==> src/rtl/mem_wb_pipe_pkg.sv <==
// Shared widths and ROB age helpers for the MEM->WB pipeline, ROB and issue queue.
package mem_wb_pipe_pkg;

    localparam int unsigned LanesDef  = 2;
    localparam int unsigned DataWDef  = 32;
    localparam int unsigned PregWDef  = 6;
    localparam int unsigned RobWDef   = 5;
    localparam int unsigned RobTagMax = 16;

    // Age is distance from rob_head, modulo the ROB depth; larger age means younger.
    function automatic logic rob_younger(input logic [RobTagMax-1:0] tag,
                                         input logic [RobTagMax-1:0] ref_tag,
                                         input logic [RobTagMax-1:0] head,
                                         input int unsigned          rob_w);
        logic [RobTagMax-1:0] mask;
        logic [RobTagMax-1:0] age_tag;
        logic [RobTagMax-1:0] age_ref;
        mask    = {RobTagMax{1'b1}} >> (RobTagMax - rob_w);
        age_tag = (tag - head) & mask;
        age_ref = (ref_tag - head) & mask;
        return age_tag > age_ref;
    endfunction

endpackage

==> src/rtl/mem_wb_pipe_if.sv <==
// Handshake, payload and kill-control bundle between completion stage and writeback.
interface mem_wb_pipe_if
    import mem_wb_pipe_pkg::*;
#(
    parameter int unsigned LANES  = LanesDef,
    parameter int unsigned DATA_W = DataWDef,
    parameter int unsigned PREG_W = PregWDef,
    parameter int unsigned ROB_W  = RobWDef
);
    logic [LANES-1:0]        in_valid;
    logic [LANES-1:0]        in_ready;
    logic [LANES-1:0]        in_wen;
    logic [LANES*PREG_W-1:0] in_preg;
    logic [LANES*DATA_W-1:0] in_data;
    logic [LANES*ROB_W-1:0]  in_rob;

    logic [LANES-1:0]        out_valid;
    logic [LANES-1:0]        out_ready;
    logic [LANES-1:0]        out_wen;
    logic [LANES*PREG_W-1:0] out_preg;
    logic [LANES*DATA_W-1:0] out_data;
    logic [LANES*ROB_W-1:0]  out_rob;

    logic                    flush;
    logic                    squash_valid;
    logic [ROB_W-1:0]        squash_rob;
    logic [ROB_W-1:0]        rob_head;

    modport master (
        output in_valid, in_wen, in_preg, in_data, in_rob, out_ready,
        output flush, squash_valid, squash_rob, rob_head,
        input  in_ready, out_valid, out_wen, out_preg, out_data, out_rob
    );

    modport slave (
        input  in_valid, in_wen, in_preg, in_data, in_rob, out_ready,
        input  flush, squash_valid, squash_rob, rob_head,
        output in_ready, out_valid, out_wen, out_preg, out_data, out_rob
    );
endinterface

==> src/rtl/mem_wb_pipe_wb_skid_lane.sv <==
// Single-lane 2-entry skid register; kill inputs clear the valid of the matching entry.
module wb_skid_lane #(
    parameter int unsigned W = 8
) (
    input  logic         clk,
    input  logic         rstn,
    input  logic         in_valid,
    output logic         in_ready,
    input  logic [W-1:0] in_payload,
    output logic         out_valid,
    input  logic         out_ready,
    output logic [W-1:0] out_payload,
    output logic [W-1:0] skid_payload,
    input  logic         kill_main,
    input  logic         kill_skid,
    input  logic         kill_in
);
    logic         main_valid_q, main_valid_d;
    logic         skid_valid_q, skid_valid_d;
    logic [W-1:0] main_q, main_d;
    logic [W-1:0] skid_q, skid_d;
    logic         in_xfer;

    assign in_ready     = ~skid_valid_q;
    assign out_valid    = main_valid_q;
    assign out_payload  = main_q;
    assign skid_payload = skid_q;
    assign in_xfer      = in_valid & ~skid_valid_q;

    always_comb begin
        main_valid_d = main_valid_q;
        skid_valid_d = skid_valid_q;
        main_d       = main_q;
        skid_d       = skid_q;
        if (out_ready || !main_valid_q) begin
            // An entry leaving main this cycle counts as written back even if killed.
            if (skid_valid_q) begin
                main_d       = skid_q;
                main_valid_d = ~kill_skid;
                skid_valid_d = 1'b0;
            end else if (in_xfer) begin
                main_d       = in_payload;
                main_valid_d = ~kill_in;
            end else begin
                main_valid_d = 1'b0;
            end
        end else begin
            main_valid_d = ~kill_main;
            if (in_xfer) begin
                skid_d       = in_payload;
                skid_valid_d = ~kill_in;
            end else begin
                skid_valid_d = skid_valid_q & ~kill_skid;
            end
        end
    end

    always_ff @(posedge clk or negedge rstn) begin
        if (!rstn) begin
            main_valid_q <= 1'b0;
            skid_valid_q <= 1'b0;
            main_q       <= '0;
            skid_q       <= '0;
        end else begin
            main_valid_q <= main_valid_d;
            skid_valid_q <= skid_valid_d;
            main_q       <= main_d;
            skid_q       <= skid_d;
        end
    end

endmodule

==> src/rtl/mem_wb_pipe.sv <==
// Multi-lane MEM->WB pipeline register with flush and tag-based squash of younger entries.
module mem_wb_pipe
    import mem_wb_pipe_pkg::*;
#(
    parameter int unsigned LANES  = LanesDef,
    parameter int unsigned DATA_W = DataWDef,
    parameter int unsigned PREG_W = PregWDef,
    parameter int unsigned ROB_W  = RobWDef
) (
    input logic           clk,
    input logic           rstn,
    mem_wb_pipe_if.slave  bus
);
    localparam int unsigned PW = 1 + PREG_W + DATA_W + ROB_W;

    logic [RobTagMax-1:0] sq_tag;
    logic [RobTagMax-1:0] head_tag;

    assign sq_tag   = RobTagMax'(bus.squash_rob);
    assign head_tag = RobTagMax'(bus.rob_head);

    for (genvar i = 0; i < LANES; i++) begin : g_lane
        logic [PW-1:0] in_pl;
        logic [PW-1:0] main_pl;
        logic [PW-1:0] skid_pl;
        logic          kill_main;
        logic          kill_skid;
        logic          kill_in;

        // Payload layout: {wen, preg, data, rob}; rob sits in the low bits.
        assign in_pl = {bus.in_wen[i], bus.in_preg[i*PREG_W +: PREG_W],
                        bus.in_data[i*DATA_W +: DATA_W], bus.in_rob[i*ROB_W +: ROB_W]};

        assign kill_main = bus.flush | (bus.squash_valid &
            rob_younger(RobTagMax'(main_pl[ROB_W-1:0]), sq_tag, head_tag, ROB_W));
        assign kill_skid = bus.flush | (bus.squash_valid &
            rob_younger(RobTagMax'(skid_pl[ROB_W-1:0]), sq_tag, head_tag, ROB_W));
        assign kill_in   = bus.flush | (bus.squash_valid &
            rob_younger(RobTagMax'(in_pl[ROB_W-1:0]), sq_tag, head_tag, ROB_W));

        wb_skid_lane #(
            .W (PW)
        ) u_lane (
            .clk          (clk),
            .rstn         (rstn),
            .in_valid     (bus.in_valid[i]),
            .in_ready     (bus.in_ready[i]),
            .in_payload   (in_pl),
            .out_valid    (bus.out_valid[i]),
            .out_ready    (bus.out_ready[i]),
            .out_payload  (main_pl),
            .skid_payload (skid_pl),
            .kill_main    (kill_main),
            .kill_skid    (kill_skid),
            .kill_in      (kill_in)
        );

        assign bus.out_wen[i]                    = main_pl[PW-1];
        assign bus.out_preg[i*PREG_W +: PREG_W]  = main_pl[PW-2 -: PREG_W];
        assign bus.out_data[i*DATA_W +: DATA_W]  = main_pl[ROB_W +: DATA_W];
        assign bus.out_rob[i*ROB_W +: ROB_W]     = main_pl[ROB_W-1:0];
    end

endmodule

==> src/flat_wrapper.sv <==
// flat-port wrapper written by rule: the top's interface ports become plain ports
module mem_wb_pipe_flat import mem_wb_pipe_pkg::*;
#(
    parameter int unsigned LANES  = LanesDef,
    parameter int unsigned DATA_W = DataWDef,
    parameter int unsigned PREG_W = PregWDef,
    parameter int unsigned ROB_W  = RobWDef
)
  (clk, rstn, bus_in_valid, bus_in_wen, bus_in_preg, bus_in_data, bus_in_rob, bus_out_ready, bus_flush, bus_squash_valid, bus_squash_rob, bus_rob_head, bus_in_ready, bus_out_valid, bus_out_wen, bus_out_preg, bus_out_data, bus_out_rob);
  mem_wb_pipe_if #(.LANES(LANES), .DATA_W(DATA_W), .PREG_W(PREG_W), .ROB_W(ROB_W)) bus_i ();
  input logic clk;
  input logic rstn;
  input wire logic [$bits(bus_i.in_valid)-1:0] bus_in_valid;
  input wire logic [$bits(bus_i.in_wen)-1:0] bus_in_wen;
  input wire logic [$bits(bus_i.in_preg)-1:0] bus_in_preg;
  input wire logic [$bits(bus_i.in_data)-1:0] bus_in_data;
  input wire logic [$bits(bus_i.in_rob)-1:0] bus_in_rob;
  input wire logic [$bits(bus_i.out_ready)-1:0] bus_out_ready;
  input wire logic [$bits(bus_i.flush)-1:0] bus_flush;
  input wire logic [$bits(bus_i.squash_valid)-1:0] bus_squash_valid;
  input wire logic [$bits(bus_i.squash_rob)-1:0] bus_squash_rob;
  input wire logic [$bits(bus_i.rob_head)-1:0] bus_rob_head;
  output wire logic [$bits(bus_i.in_ready)-1:0] bus_in_ready;
  output wire logic [$bits(bus_i.out_valid)-1:0] bus_out_valid;
  output wire logic [$bits(bus_i.out_wen)-1:0] bus_out_wen;
  output wire logic [$bits(bus_i.out_preg)-1:0] bus_out_preg;
  output wire logic [$bits(bus_i.out_data)-1:0] bus_out_data;
  output wire logic [$bits(bus_i.out_rob)-1:0] bus_out_rob;
  assign bus_i.in_valid = bus_in_valid;
  assign bus_i.in_wen = bus_in_wen;
  assign bus_i.in_preg = bus_in_preg;
  assign bus_i.in_data = bus_in_data;
  assign bus_i.in_rob = bus_in_rob;
  assign bus_i.out_ready = bus_out_ready;
  assign bus_i.flush = bus_flush;
  assign bus_i.squash_valid = bus_squash_valid;
  assign bus_i.squash_rob = bus_squash_rob;
  assign bus_i.rob_head = bus_rob_head;
  assign bus_in_ready = bus_i.in_ready;
  assign bus_out_valid = bus_i.out_valid;
  assign bus_out_wen = bus_i.out_wen;
  assign bus_out_preg = bus_i.out_preg;
  assign bus_out_data = bus_i.out_data;
  assign bus_out_rob = bus_i.out_rob;
  mem_wb_pipe #(.LANES(LANES), .DATA_W(DATA_W), .PREG_W(PREG_W), .ROB_W(ROB_W)) u_core (.clk(clk), .rstn(rstn), .bus(bus_i));
endmodule
==> config.mk <==
export PLATFORM = sky130hd
export DESIGN_NAME = mem_wb_pipe_flat
export DESIGN_NICKNAME = d
export VERILOG_FILES = /design/src/rtl/mem_wb_pipe_pkg.sv /design/src/rtl/mem_wb_pipe_if.sv /design/src/rtl/mem_wb_pipe_wb_skid_lane.sv /design/src/rtl/mem_wb_pipe.sv /design/src/flat_wrapper.sv
export SDC_FILE = /design/constraint.sdc
export NUM_CORES = 1
export LEC_CHECK = 0
export CAP_MARGIN = 20
export CORE_MARGIN = 2
export CORE_UTILIZATION = 50
export DETAILED_ROUTE_END_ITERATION = 12
export GPL_TIMING_DRIVEN = 0
export PLACE_DENSITY_LB_ADDON = 0.1
export SLEW_MARGIN = 10
export SYNTH_ARGS = -nofsm -noshare
export SYNTH_HDL_FRONTEND = slang
export SYNTH_SLANG_ARGS = --single-unit
==> constraint.sdc <==
create_clock -name clk -period 3.5 [get_ports clk]
set_input_delay 0.525 -clock clk [delete_from_list [all_inputs] [get_ports clk]]
set_output_delay 0.525 -clock clk [all_outputs]
set_load 0.005 [all_outputs]
==> results.md <==
- DIE HEIGHT: 141 um
- H-tree levels: 4
- R2r endpoint: u_core.g_lane[1].u_lane.out_valid
- Row count: 49
- Core region area: 18100 um^2
- Pwr Density: 666 nW/um^2
- CTS tree: built
- GRT overflow: 0
- # nets final: around 1200
- Avg Cell Area, Syn: about 11 um^2
- Final setup viols: 0
- Netlist cell types: 50
- Fraction of registers with async set/reset: 100%
- Clk slew on worst S/H paths: 0.08 ns
- Initial antenna violation count: 0
- Slew @ Worst Pin: 0.783 ns
- Post-route DRC: 0
- Gp weighted congestion: 0.883
- Register area share after synthesis: 48.3%
- Synth Register Bits: between 150 and 200
- Hold WS: between 0.09 and 0.1 ns
- Largest net degree at the start of global routing: 99
- Critical path capture point type: register
- Synth Cell Area: between 9000 and 10000 um^2
- CP bufs+invs: 2
- Layout cells sized above 1: 14.0%
- Worst IR Drop VDD: 421 uV
- Routed vias/inst: approximately 5.4
- ANT nets after route: 0
- Max-slew headroom: 47.8%
- Final Cycle Share: 95.7%
- Highest Clock Rate: between 200 and 300 MHz
- Number of flops mapped to enable cells by yosys: 0
- Global-route wire length before repair: 36.8 mm
- Arr. time, crit path: 3.68 ns
- Critical path cell sequence: clkdlybuf4s50_1, clkinvlp_4, fa_2, a21o_1, a21oi_4, xnor2_4, ha_4, nand3_2, nor2_1, and4b_1, a221oi_1, o211ai_1, a41oi_2, a31o_2
- Diodes inserted: 0
- Cells after Synth: 822
- CP max stage cell: clkdlybuf4s50_1
- Leak: approximately 5.0 nW
- Iter 0 DRT Violations: approximately 370
- YS warnings: 0
- CP required: 3.83 ns
- GRT Overall Usage: 23.5%
- CTS Buf Count: 17
- Critical path class: in -> reg
- Maxcap violations: 0
- Post-route cell area: about 12000 um^2
- Final wirelength: 22.6 mm
- FF-to-FF Start: u_core.g_lane[1].u_lane.skid_payload[0]
- Worst min-delay path class: in -> async
- Critical Path Source: bus_rob_head[1]
- Worst r2r path cells: 12
- Routed vias: 6969
- Fin crit period: 3.35 ns
- TritonRoute pass-1 iters: 4
- Flop2flop setup slack: 0.52 ns
- Status: complete, no violations
- Main synth FF type: dfrtp_1
- Max clock buf depth: 2
- Buffers on Ports: between 150 and 200
- CP max stage delay: 0.51 ns
- Fin Setup TNS: 0 ns
- Number of global-route vias before repair: just over 7000
- Startpoint types: primary input
- Io pins: 198
- CP top delay family: compound AO/OA/AOI/OAI gates
- Layout Skew: between 0.01 and 0.015 ns
- Clock insertion delay at the later pin of the skew report: 0.43 ns
- CTS root buf: clkbuf_16
- Wire length per cell: 17.6 um
- Final HPWL DP: 15.9 mm
- CTS sink count: 180
- Die area: 19800 um^2
- Initial core utilization: 51.4%
- Area grow syn2layout: 32.3%
- Tot Pwr: between 8 and 9 mW
- Placed Area: 11600 um^2
- Synthesized net count: 987
- CP Max Fanout: 5
- DIE WIDTH: around 140 um
- Final hold vios: 0
- Max-slew violations: 0
## synthesized netlist by cell type, types with 3 or more instances
cell	number	area [um^2]
dfrtp_1	180	4500
a21oi_1	105	526
nor2_1	97	364
mux2i_1	89	891
mux2_2	86	968
ha_1	52	651
clkbuf_1	27	101
inv_1	25	93.8
xnor2_1	22	193
nand2_1	14	52.6
a21o_1	13	97.6
buf_1	12	45.0
xor2_1	12	105
fa_1	7	140
nand4_1	7	43.8
o21ai_0	7	35.0
nand3_1	5	25.0
and2_1	4	25.0
buf_4	4	30.0
nor2b_1	4	25.0
nor3_1	4	20.0
a31oi_1	3	18.8
and3_1	3	18.8
maj3_1	3	30.0
nand3b_1	3	22.5
o211ai_1	3	22.5
## how the worst max path moves through the flow
stage | end | slack (ns) | cells after the start
6_report | u_core.g_lane[0].u_lane.out_valid | 0.15 | 14
5_1_grt | u_core.g_lane[1].u_lane.out_valid | -0.01 | 14
4_1_cts | u_core.g_lane[0].u_lane.out_valid | 0.02 | 15
3_5_place_dp | u_core.g_lane[0].u_lane.out_valid | -0.93 | 15
3_3_place_gp | u_core.g_lane[1].u_lane.out_payload[11] | -5.81 | 1
2_1_floorplan | u_core.g_lane[0].u_lane.out_valid | 0.14 | 13
## logic make-up after synthesis
kind of cell | after synthesis | share of synthesized area [%]
flip-flops | 180 | 48.3
XOR/XNOR | 35 | 3.43
AND/OR/NAND/NOR | 154 | 7.65
adder cells (fa/ha/maj) | 62 | 8.80
multiplexers | 175 | 19.9
AO/OA/AOI/OAI | 147 | 8.92
buffers and inverters | 69 | 2.95
## placed cells by master (no fill, tap or decap), types with 3 or more instances in the layout
cell type and n:
clkdlybuf4s50_1 194, dfrtp_1 180, a21oi_1 104, nor2_1 97
mux2i_1 89, mux2_2 86, ha_1 50, clkbuf_1 27
inv_1 23, xnor2_1 20, clkbuf_16 17, nand2_1 14
a21o_1 13, xor2_1 12, buf_1 12, o21ai_0 7
nand4_1 7, buf_4 7, fa_1 5, inv_8 5
nor2b_1 4, and2_1 4, nor3_1 4, clkinvlp_4 4
nand3_1 4, clkinv_8 4, maj3_1 3, and3_1 3
o211ai_1 3, nand3b_1 3, a31oi_1 3
## sequential cells by signal, summed over array words and instances (netlist names)
register,count
u_core.g_lane.u_lane.skid_payload,88
u_core.g_lane.u_lane.skid_valid_q,2
u_core.g_lane.u_lane.out_payload,88
u_core.g_lane.u_lane.out_valid,2
## routing by layer
| layer | share of wire [%] | GRT usage [%] | vias to the layer above |
|---|---|---|---|
| met5 | 0 | 0 | - |
| met4 | 1.8 | 6.21 | 0 |
| met3 | 6.8 | 7.49 | 28 |
| met2 | 48 | 38.5 | 168 |
| met1 | 44 | 30.5 | 3434 |
| li1 | - | - | 3339 |
## power by group
group	leakage (nW)	internal (mW)	total (mW)	switching, mW
logic	2.65	1.71	3.02	1.31
registers	2.09	2.86	3.30	0.440
clock network	0.285	0.962	1.91	0.947
total	5.02	5.52	8.22	2.70
## final cells by class
class	instances	area, um^2
inverter	25	101
tap	229	287
fill	1394	5810
timing repair buffer	201	2030
multi-input combinational	573	4640
buffer	44	181
sequential	180	4500
clock inverter	15	168
clock buffer	17	425
## repair_timing
item / 4_1_cts / 5_1_grt
hold buffers: 0 / 0
resized for setup: 7 / 14
setup endpoints to repair: 4 / 3
buffers inserted: 1 / 3
pin swaps: 0 / 4
## worst reg2reg max path, cell delays in order, from the launching register on
cell and delay, ns:
dfrtp_1 0.38, inv_1 0.08, ha_1 0.17, inv_1 0.05
fa_1 0.40, a21o_1 0.18, a21oi_1 0.17, xnor2_1 0.10
ha_1 0.31, nand3_1 0.13, or4b_1 0.54, a41oi_2 0.23
a31o_1 0.15
## through the flow
stage	util, %	worst slack (ns)	cells
2_1_floorplan	-	0.136	822
3_3_place_gp	63.8	-5.81	1247
3_5_place_dp	64.0	-0.927	1248
4_1_cts	67.4	0.0227	1281
5_1_grt	68.0	-0.00956	1284
6_report	68.0	0.150	1284
Power figures use the tool's default switching activity.
